[src/rtl/jk_sequence_driver.sv]
// ----------------------------------------------------------------------------
// jk_sequence_driver
//
// Purpose: stimulus-and-check engine for a JK flip-flop. On start it holds the
// attached flip-flop in reset, drives the canonical hold/reset/set/toggle J/K
// sequence (one APPLY cycle per step, separated by J=K=0 CHECK cycles),
// compares Q against an internal JK reference bit after every step, and
// reports a pass/fail verdict, a saturating error count and the index of the
// first failing check.
//
// Parameters:
//   RST_CYCLES  cycles dut_reset is held high (1..15)
//   ERR_W       width of err_count (saturating)
//
// Ports:
//   clk         in   system clock, rising edge
//   reset       in   synchronous active-high reset of this block
//   start       in   begin a run; only looked at in IDLE or DONE
//   Q           in   flip-flop output under test
//   dut_reset   out  reset drive to the flip-flop
//   J, K        out  flip-flop data inputs
//   busy        out  run in progress
//   done        out  run complete, verdict valid
//   pass        out  done with zero mismatches
//   err_count   out  number of mismatching checks
//   first_fail  out  index of first failing check (0 = init, 1..8 = steps
//                    0..7, 15 = none)
// ----------------------------------------------------------------------------
module jk_sequence_driver #(
  parameter int RST_CYCLES = 2,
  parameter int ERR_W      = 4
) (
  input  logic             clk,
  input  logic             reset,
  input  logic             start,
  input  logic             Q,
  output logic             dut_reset,
  output logic             J,
  output logic             K,
  output logic             busy,
  output logic             done,
  output logic             pass,
  output logic [ERR_W-1:0] err_count,
  output logic [3:0]       first_fail
);

  typedef enum logic [2:0] {
    S_IDLE,
    S_DUT_RST,
    S_INIT_CHK,
    S_APPLY,
    S_CHECK,
    S_DONE
  } state_t;

  localparam logic [3:0] RST_LAST  = 4'(RST_CYCLES - 1);
  localparam logic [3:0] FF_NONE   = 4'd15;

  // (J,K) applied at each step of the run.
  function automatic logic [1:0] step_jk(input logic [2:0] step);
    logic [1:0] jk;
    case (step)
      3'd0:    jk = 2'b00;
      3'd1:    jk = 2'b01;
      3'd2:    jk = 2'b10;
      3'd3:    jk = 2'b11;
      3'd4:    jk = 2'b00;
      3'd5:    jk = 2'b11;
      3'd6:    jk = 2'b01;
      default: jk = 2'b11;
    endcase
    return jk;
  endfunction

  // JK characteristic equation used as the reference model.
  function automatic logic jk_next(input logic q, input logic [1:0] jk);
    logic n;
    case (jk)
      2'b01:   n = 1'b0;
      2'b10:   n = 1'b1;
      2'b11:   n = ~q;
      default: n = q;
    endcase
    return n;
  endfunction

  function automatic logic [ERR_W-1:0] sat_inc(input logic [ERR_W-1:0] e);
    logic [ERR_W-1:0] r;
    if (&e) r = e;
    else    r = e + ERR_W'(1);
    return r;
  endfunction

  state_t           state_q, state_d;
  logic [2:0]       step_q, step_d;
  logic [3:0]       rcnt_q, rcnt_d;
  logic             exp_q, exp_d;
  logic             dut_reset_q, dut_reset_d;
  logic             j_q, j_d;
  logic             k_q, k_d;
  logic             busy_q, busy_d;
  logic             done_q, done_d;
  logic             pass_q, pass_d;
  logic [ERR_W-1:0] err_q, err_d;
  logic [3:0]       ff_q, ff_d;

  logic             chk_en;
  logic             chk_exp;
  logic [3:0]       chk_idx;
  logic [1:0]       jk_d;

  always_comb begin
    state_d     = state_q;
    step_d      = step_q;
    rcnt_d      = rcnt_q;
    exp_d       = exp_q;
    busy_d      = busy_q;
    done_d      = done_q;
    pass_d      = pass_q;
    err_d       = err_q;
    ff_d        = ff_q;
    chk_en      = 1'b0;
    chk_exp     = 1'b0;
    chk_idx     = 4'd0;
    jk_d        = 2'b00;
    dut_reset_d = 1'b0;

    case (state_q)
      S_IDLE, S_DONE: begin
        if (start) begin
          state_d = S_DUT_RST;
          rcnt_d  = 4'd0;
          err_d   = '0;
          ff_d    = FF_NONE;
          done_d  = 1'b0;
          pass_d  = 1'b0;
          busy_d  = 1'b1;
        end
      end
      S_DUT_RST: begin
        exp_d = 1'b0;
        if (rcnt_q == RST_LAST) state_d = S_INIT_CHK;
        else                    rcnt_d  = rcnt_q + 4'd1;
      end
      S_INIT_CHK: begin
        chk_en  = 1'b1;
        chk_exp = 1'b0;
        chk_idx = 4'd0;
        step_d  = 3'd0;
        state_d = S_APPLY;
      end
      S_APPLY: begin
        // The flip-flop samples J/K at this cycle-ending edge; the model
        // advances at the same edge.
        exp_d   = jk_next(exp_q, step_jk(step_q));
        state_d = S_CHECK;
      end
      S_CHECK: begin
        chk_en  = 1'b1;
        chk_exp = exp_q;
        chk_idx = {1'b0, step_q} + 4'd1;
        if (step_q == 3'd7) begin
          state_d = S_DONE;
        end else begin
          step_d  = step_q + 3'd1;
          state_d = S_APPLY;
        end
      end
      default: state_d = S_IDLE;
    endcase

    if (chk_en && (Q != chk_exp)) begin
      err_d = sat_inc(err_q);
      if (ff_q == FF_NONE) ff_d = chk_idx;
    end

    // Verdict is taken from the count including the final check.
    if (state_q == S_CHECK && state_d == S_DONE) begin
      busy_d = 1'b0;
      done_d = 1'b1;
      pass_d = (err_d == '0);
    end

    // Outputs are registered from the next state so they are valid for the
    // whole cycle of that state. J/K are only non-zero during APPLY.
    dut_reset_d = (state_d == S_DUT_RST);
    if (state_d == S_APPLY) jk_d = step_jk(step_d);
    j_d = jk_d[1];
    k_d = jk_d[0];
  end

  always_ff @(posedge clk) begin
    if (reset) begin
      state_q     <= S_IDLE;
      step_q      <= 3'd0;
      rcnt_q      <= 4'd0;
      exp_q       <= 1'b0;
      dut_reset_q <= 1'b0;
      j_q         <= 1'b0;
      k_q         <= 1'b0;
      busy_q      <= 1'b0;
      done_q      <= 1'b0;
      pass_q      <= 1'b0;
      err_q       <= '0;
      ff_q        <= FF_NONE;
    end else begin
      state_q     <= state_d;
      step_q      <= step_d;
      rcnt_q      <= rcnt_d;
      exp_q       <= exp_d;
      dut_reset_q <= dut_reset_d;
      j_q         <= j_d;
      k_q         <= k_d;
      busy_q      <= busy_d;
      done_q      <= done_d;
      pass_q      <= pass_d;
      err_q       <= err_d;
      ff_q        <= ff_d;
    end
  end

  assign dut_reset  = dut_reset_q;
  assign J          = j_q;
  assign K          = k_q;
  assign busy       = busy_q;
  assign done       = done_q;
  assign pass       = pass_q;
  assign err_count  = err_q;
  assign first_fail = ff_q;

endmodule
[config.mk]
export PLATFORM = sky130hd
export DESIGN_NAME = jk_sequence_driver
export DESIGN_NICKNAME = d
export VERILOG_FILES = /design/src/rtl/jk_sequence_driver.sv
export SDC_FILE = /design/constraint.sdc
export NUM_CORES = 1
export LEC_CHECK = 0
export CAP_MARGIN = 20
export CORE_ASPECT_RATIO = 1.25
export CORE_MARGIN = 1
export CORE_UTILIZATION = 54
export DETAILED_ROUTE_END_ITERATION = 12
export HOLD_SLACK_MARGIN = 0.03
export PLACE_DENSITY_LB_ADDON = 0.08
export SLEW_MARGIN = 25
export SYNTH_ARGS = -nofsm -noshare
export SYNTH_HDL_FRONTEND = slang
export SYNTH_SLANG_ARGS = --single-unit
[constraint.sdc]
create_clock -name clk -period 1.84 [get_ports clk]
set_input_delay 0.184 -clock clk [delete_from_list [all_inputs] [get_ports clk]]
set_output_delay 0.184 -clock clk [all_outputs]
set_load 0.01 [all_outputs]
==> flow_summary_export.csv, run 1 <==
group,metric,value,unit
status,status,"complete, no violations",
final_layout,final_common_cell,"dfxtp_1",
clock_tree,cts_inserted_buffers,3,
synthesis,synth-edff-count,0,
final_layout,antenna_cells,0,
placement,io_buffers,17,
final_layout,final_nets,206,
clock_tree,post_cts_buffers,0,
global_routing,grt_use_total,0.256,
final_layout,area_delta_synth_final,23.2,%
synthesis,syn_area,0.00142,mm2
placement,place.gp.congestion,0.821,
clock_tree,cts_root_buf,"clkbuf_4",
final_layout,final_cells,226,
placement,place_ws,-245,ps
floorplanning,die_h,59.3,um
sta,relSlewSlack,0.625,
global_routing,grt_pass1_wl,5260,um
floorplanning,core,0.00245,mm2
job,max_cap_viol_count,0,
final_layout,final_cell_mix,"23 x dfxtp_1, 17 x clkdlybuf4s50_1, 16 x nor2_1",
synthesis,async_flop_share,0,
final_layout,drive_gt1_frac,0.150,
global_routing,use_met3,0.0396,
global_routing,grt_antenna_before_repair,0,
sta,finalCritPeriodShare,0.953,
synthesis,synth_compound_area_frac,0.203,
synthesis,synthDistinctLibCells,46,
synthesis,synthMuxAreaShare,0.0423,
clock_tree,holdBufCountCts,0,
critical_path,crit_required,2070,ps
global_routing,overflow,0,
global_routing,first_global_vias,1251,
clock_tree,clk_pin_slew,130,ps
sta,skew,5.12,ps
synthesis,avgSynthCellArea,8.50,um2
power_and_ir_drop,ir_drop,0.000401,V
placement,dp_cells,222,
synthesis,synth-warning-count,0,
power_and_ir_drop,leakage,0.000678,uW
detailed_routing,avgRoutedWirePerCell,14.3,um
hold_path,worstHoldPathType,"reg -> reg",
placement,dp_hpwl,2400,um
sta,whs,480,ps
clock_tree,htreeDepth,1,
sta,slew_viol_final,0,
synthesis,synth-simple-area-share,0.264,
floorplanning,floorplan.rows,20,
critical_path,cp-start-kind,"register",
detailed_routing,routed_wl,3230,um
sta,hold_viol_final,0,
synthesis,synth_top_family_by_area,"simple AND/OR/NAND/NOR gates",
critical_path,crit_type,"reg -> reg",
sta,worst_pin_slew,561,ps
synthesis,ys_seq_elements,25,
synthesis,synth-xor-area-share,0.0123,
global_routing,use_met1,0.289,
critical_path,setup.worst_path.start,"state_q[0]",
floorplanning,die_width,47.8,um
critical_path,cp-end-kind,"register",
clock_tree,cts_sinks,25,
detailed_routing,drt_first_iter_violations,24,
global_routing,grt_use_met2,0.446,
detailed_routing,first_pass_iters,4,
synthesis,syn_inst,167,
critical_path,cp.arrival,1980,ps
detailed_routing,drt.antenna.violating_nets,0,
detailed_routing,vias_per_cell,5.70,
final_layout,stdcell_area,0.00175,mm2
critical_path,r2r-start,"state_q[0]",
detailed_routing,drc,0,
sta,rsz0062_at_grt,"no",
synthesis,synth_fp_nets,179,
detailed_routing,num_vias,1289,
power_and_ir_drop,powerDensity,563,mW/mm2
placement,postPlaceCellArea,0.00169,mm2
global_routing,grt_most_used_layer,"met2",
critical_path,worstPathMaxFanout,8,
sta,fin_ws,86.8,ps
clock_tree,cts_tree,"yes",
clock_tree,ctsLongestPathBuffers,2,
sta,post-route-min-period,1750,ps
floorplanning,initial_core_util,0.579,
sta,max_freq,0.570,GHz
sta,setup_violations,0,
floorplanning,dieArea,0.00284,mm2
synthesis,synthAdderAreaFrac,0.0705,
floorplanning,num_io_pins,18,
global_routing,grt_max_degree,26,
synthesis,synth_flop_cell,"dfxtp_1",
synthesis,ys_seq_area_frac,0.353,
hold_path,hp-start,"done",
clock_tree,clock_latency,310,ps
cell type report:
type / count / area, um2
Clock buffer: 4 / 26.3
Multi-Input combinational cell: 125 / 872
Inverter: 8 / 30.0
Sequential cell: 25 / 503
Timing Repair Buffer: 31 / 275
Fill cell: 222 / 704
Tap cell: 33 / 41.3
power breakdown:
group	internal, uW	switching [uW]
registers	557	11.9
clock network	84.6	150
logic	87.7	92.7
total	729	255
critical path: stages (launching register included):
cell	delay [ps]
dfxtp_1	370
or3b_4	420
o21ai_4	270
mux2i_1	140
a32o_1	240
o31ai_2	240
through the flow:
step | setup TNS, ps | utilization | total power, uW
6_report | 0 | 0.713 | 984
5_1_grt | 0 | 0.713 | 1040
4_1_cts | 0 | 0.702 | 992
3_5_place_dp | -1380 | 0.688 | 754
3_3_place_gp | -737 | 0.688 | 748
2_1_floorplan | 0 | - | 685
Yosys cell counts (4+ instances only):
master,number,area [um2]
mux2i_1,6,60.1
dfxtp_1,25,500
inv_1,8,30.0
nand2_1,7,26.3
ha_1,8,100
o21ai_0,7,35.0
nor2b_1,9,56.3
nand3_1,5,25.0
a21oi_1,14,70.1
nor2_1,16,60.1
or3_1,4,25.0
nor3_1,5,25.0
clkbuf_1,7,26.3
o21bai_1,4,30.0
path summary, 6_finish.rpt:
kind | to | slack, ps | cells after the start
worst min-delay path | done | 480 | 2
worst min register to register | done | 480 | 2
worst max register to register | pass | 90 | 5
worst max-delay path | pass | 90 | 5
logic make-up after synthesis:
group / count (synthesis)
XOR/XNOR: 2
buffers and inverters: 17
adder cells (fa/ha/maj): 8
AO/OA/AOI/OAI: 43
AND/OR/NAND/NOR: 66
flip-flops: 25
multiplexers: 6
layer usage:
metal  share of wire  wire length [um]  vias up
li1                -                 -      655
met1            0.42              1370      601
met2            0.53              1700       25
met3           0.027                87        8
met4           0.022                70        0
met5               0                 0        -
sequential cells by signal, indices dropped and copies added (netlist names):
name	cells
state_q	3
err_count	4
done	1
exp_q	1
rcnt_q	4
K	1
busy	1
J	1
dut_reset	1
first_fail	4
pass	1
step_q	3
repair_timing:
item,CTS,global route
pin swaps,0,1
gates resized for setup,1,9
hold endpoints to repair,0,0
endpoints found under the setup margin,2,6
No activity file was read; power rests on OpenSTA's default activity.
==> run 2: changes to the inputs <==
--- a/config.mk
+++ b/config.mk
@@ -5,7 +5,6 @@
 export SDC_FILE = /design/constraint.sdc
 export NUM_CORES = 1
 export LEC_CHECK = 0
-export CAP_MARGIN = 20
 export CORE_ASPECT_RATIO = 1.25
 export CORE_MARGIN = 1
 export CORE_UTILIZATION = 54
==> results of run 2 <==
Final layout, timing and power as in run 1 (identical DEF).
==> run 3: changes to the inputs <==
--- a/config.mk
+++ b/config.mk
@@ -9,7 +9,7 @@
 export CORE_MARGIN = 1
 export CORE_UTILIZATION = 54
 export DETAILED_ROUTE_END_ITERATION = 12
-export HOLD_SLACK_MARGIN = 0.03
+export HOLD_SLACK_MARGIN = 0.02
 export PLACE_DENSITY_LB_ADDON = 0.08
 export SLEW_MARGIN = 25
 export SYNTH_ARGS = -nofsm -noshare
==> constraint.sdc (replaced) <==
create_clock -name clk -period 2 [get_ports clk]
set_input_delay 0.2 -clock clk [delete_from_list [all_inputs] [get_ports clk]]
set_output_delay 0.2 -clock clk [all_outputs]
set_load 0.01 [all_outputs]
==> flow_summary_export.csv, run 3 (synthesis gave the netlist of run 1 again) <==
group,metric,value,unit
critical_path,reg2reg_slack,120,ps
clock_tree,cts-resized-gates,0,
final_layout,final_nets,207,
floorplanning,num_io_pins,18,
final_layout,final_cell_mix,"25 x dfxtp_1, 17 x clkdlybuf4s50_1, 16 x nor2_1",
global_routing,overflow,0,
critical_path,crit_path_end,"pass",
final_layout,final_util,0.702,
global_routing,grt_most_used_layer,"met2",
floorplanning,die_width,47.8,um
critical_path,worstPathMaxFanout,9,
final_layout,fill_cells,230,
global_routing,use_met1,0.293,
final_layout,seq_area,500,um2
critical_path,setup.worst_path.start,"state_q[2]",
clock_tree,ctsLongestPathBuffers,2,
clock_tree,post_cts_buffers,0,
power_and_ir_drop,ir_drop,0.000364,V
critical_path,cp-start-kind,"register",
sta,relSlewSlack,0.626,
sta,rsz0062_at_grt,"no",
sta,fin_ws,120,ps
critical_path,crit_required,2220,ps
sta,worst_pin_slew,560,ps
clock_tree,clock_latency,320,ps
placement,place.gp.congestion,0.788,
clock_tree,holdBufCountCts,0,
sta,finalCritPeriodShare,0.940,
global_routing,use_met3,0.0305,
sta,setup_violations,0,
global_routing,grt_max_degree,17,
sta,skew,6.78,ps
final_layout,antenna_cells,0,
floorplanning,die_h,59.3,um
detailed_routing,vias_per_cell,5.65,
power_and_ir_drop,leakage,0.000673,uW
detailed_routing,first_pass_iters,4,
global_routing,grt_use_met2,0.438,
job,max_cap_viol_count,0,
global_routing,grt_use_total,0.247,
detailed_routing,avgRoutedWirePerCell,13.6,um
placement,dp_hpwl,2350,um
floorplanning,dieArea,0.00284,mm2
critical_path,r2r-start,"state_q[2]",
final_layout,final_common_cell,"dfxtp_1",
power_and_ir_drop,powerDensity,528,mW/mm2
floorplanning,initial_core_util,0.579,
placement,io_buffers,17,
floorplanning,floorplan.rows,20,
critical_path,cp.arrival,2100,ps
hold_path,worstHoldPathType,"reg -> reg",
detailed_routing,num_vias,1283,
floorplanning,core,0.00245,mm2
global_routing,first_global_vias,1198,
clock_tree,cts_root_buf,"clkbuf_4",
global_routing,grt_antenna_before_repair,0,
detailed_routing,drc,0,
sta,whs,481,ps
detailed_routing,drt_first_iter_violations,28,
sta,max_freq,0.532,GHz
global_routing,grt_pass1_wl,5050,um
clock_tree,clk_pin_slew,140,ps
clock_tree,cts_inserted_buffers,3,
final_layout,drive_gt1_frac,0.124,
final_layout,stdcell_area,0.00172,mm2
critical_path,r2r-end,"pass",
sta,slew_viol_final,0,
final_layout,multiInputGateArea,840,um2
critical_path,rr_worst_depth,5,
clock_tree,cts_tree,"yes",
critical_path,cp-end-kind,"register",
status,status,"complete, no violations",
sta,hold_viol_final,0,
final_layout,area_delta_synth_final,21.3,%
clock_tree,cts_sinks,25,
clock_tree,htreeDepth,1,
detailed_routing,drt.antenna.violating_nets,0,
sta,post-route-min-period,1880,ps
critical_path,crit_type,"reg -> reg",
detailed_routing,routed_wl,3100,um
placement,postPlaceCellArea,0.00169,mm2
placement,place_ws,-67.7,ps
## run 3: changes by cell type in the layout (fill, tap and decap cells not counted), moves of 2 or more
cell	before	now
dfxtp_1	23	25
dfxtp_2	2	0
o2bb2ai_1	0	2
o2bb2ai_2	2	0
## run 3: layout make-up
class / instances / area share
multi-input cells: 125 / 0.488
flip-flops and latches: 25 / 0.291
repair buffers: 32 / 0.164
well taps: 33 / 0.0240
inverters: 8 / 0.0174
clock buffers: 3 / 0.0131
clock inverters: 1 / 0.00291
## run 3: critical path, stage by stage (launching register included)
cell	delay, ps
dfxtp_1	410
or3b_4	420
o21ai_2	370
a21oi_1	150
o311ai_1	340
o31ai_2	100
## run 3: worst min path at each step
stage / slack [ps] / startpoint / endpoint / cells past startpoint
after floorplan: 290 / reset / err_count[2] / 1
after global routing: 500 / done / done / 2
after CTS: 490 / done / done / 2
after detailed placement: 460 / done / done / 2
after global placement: 450 / done / done / 2
final: 480 / done / done / 2
## run 3: through the flow
| stage | power [uW] | setup TNS [ps] | instances |
|---|---|---|---|
| 2_1_floorplan | 630 | 0 | 167 |
| 3_3_place_gp | 689 | -24.7 | 223 |
| 3_5_place_dp | 694 | -97.2 | 223 |
| 4_1_cts | 916 | 0 | 227 |
| 5_1_grt | 953 | 0 | 227 |
| 6_report | 909 | 0 | 227 |
## run 3: metal layers
| layer | vias to the layer above | routed length (um) |
|---|---|---|
| li1 | 656 | - |
| met1 | 604 | 1410 |
| met2 | 21 | 1570 |
| met3 | 2 | 99 |
| met4 | 0 | 20 |
| met5 | - | 0 |
## run 3: where the power goes
part	switching, uW	internal, uW	leakage, uW
Combinational	80.4	78.7	0.000452
Clock	152	74.8	0.0000177
Sequential	11.3	512	0.000203
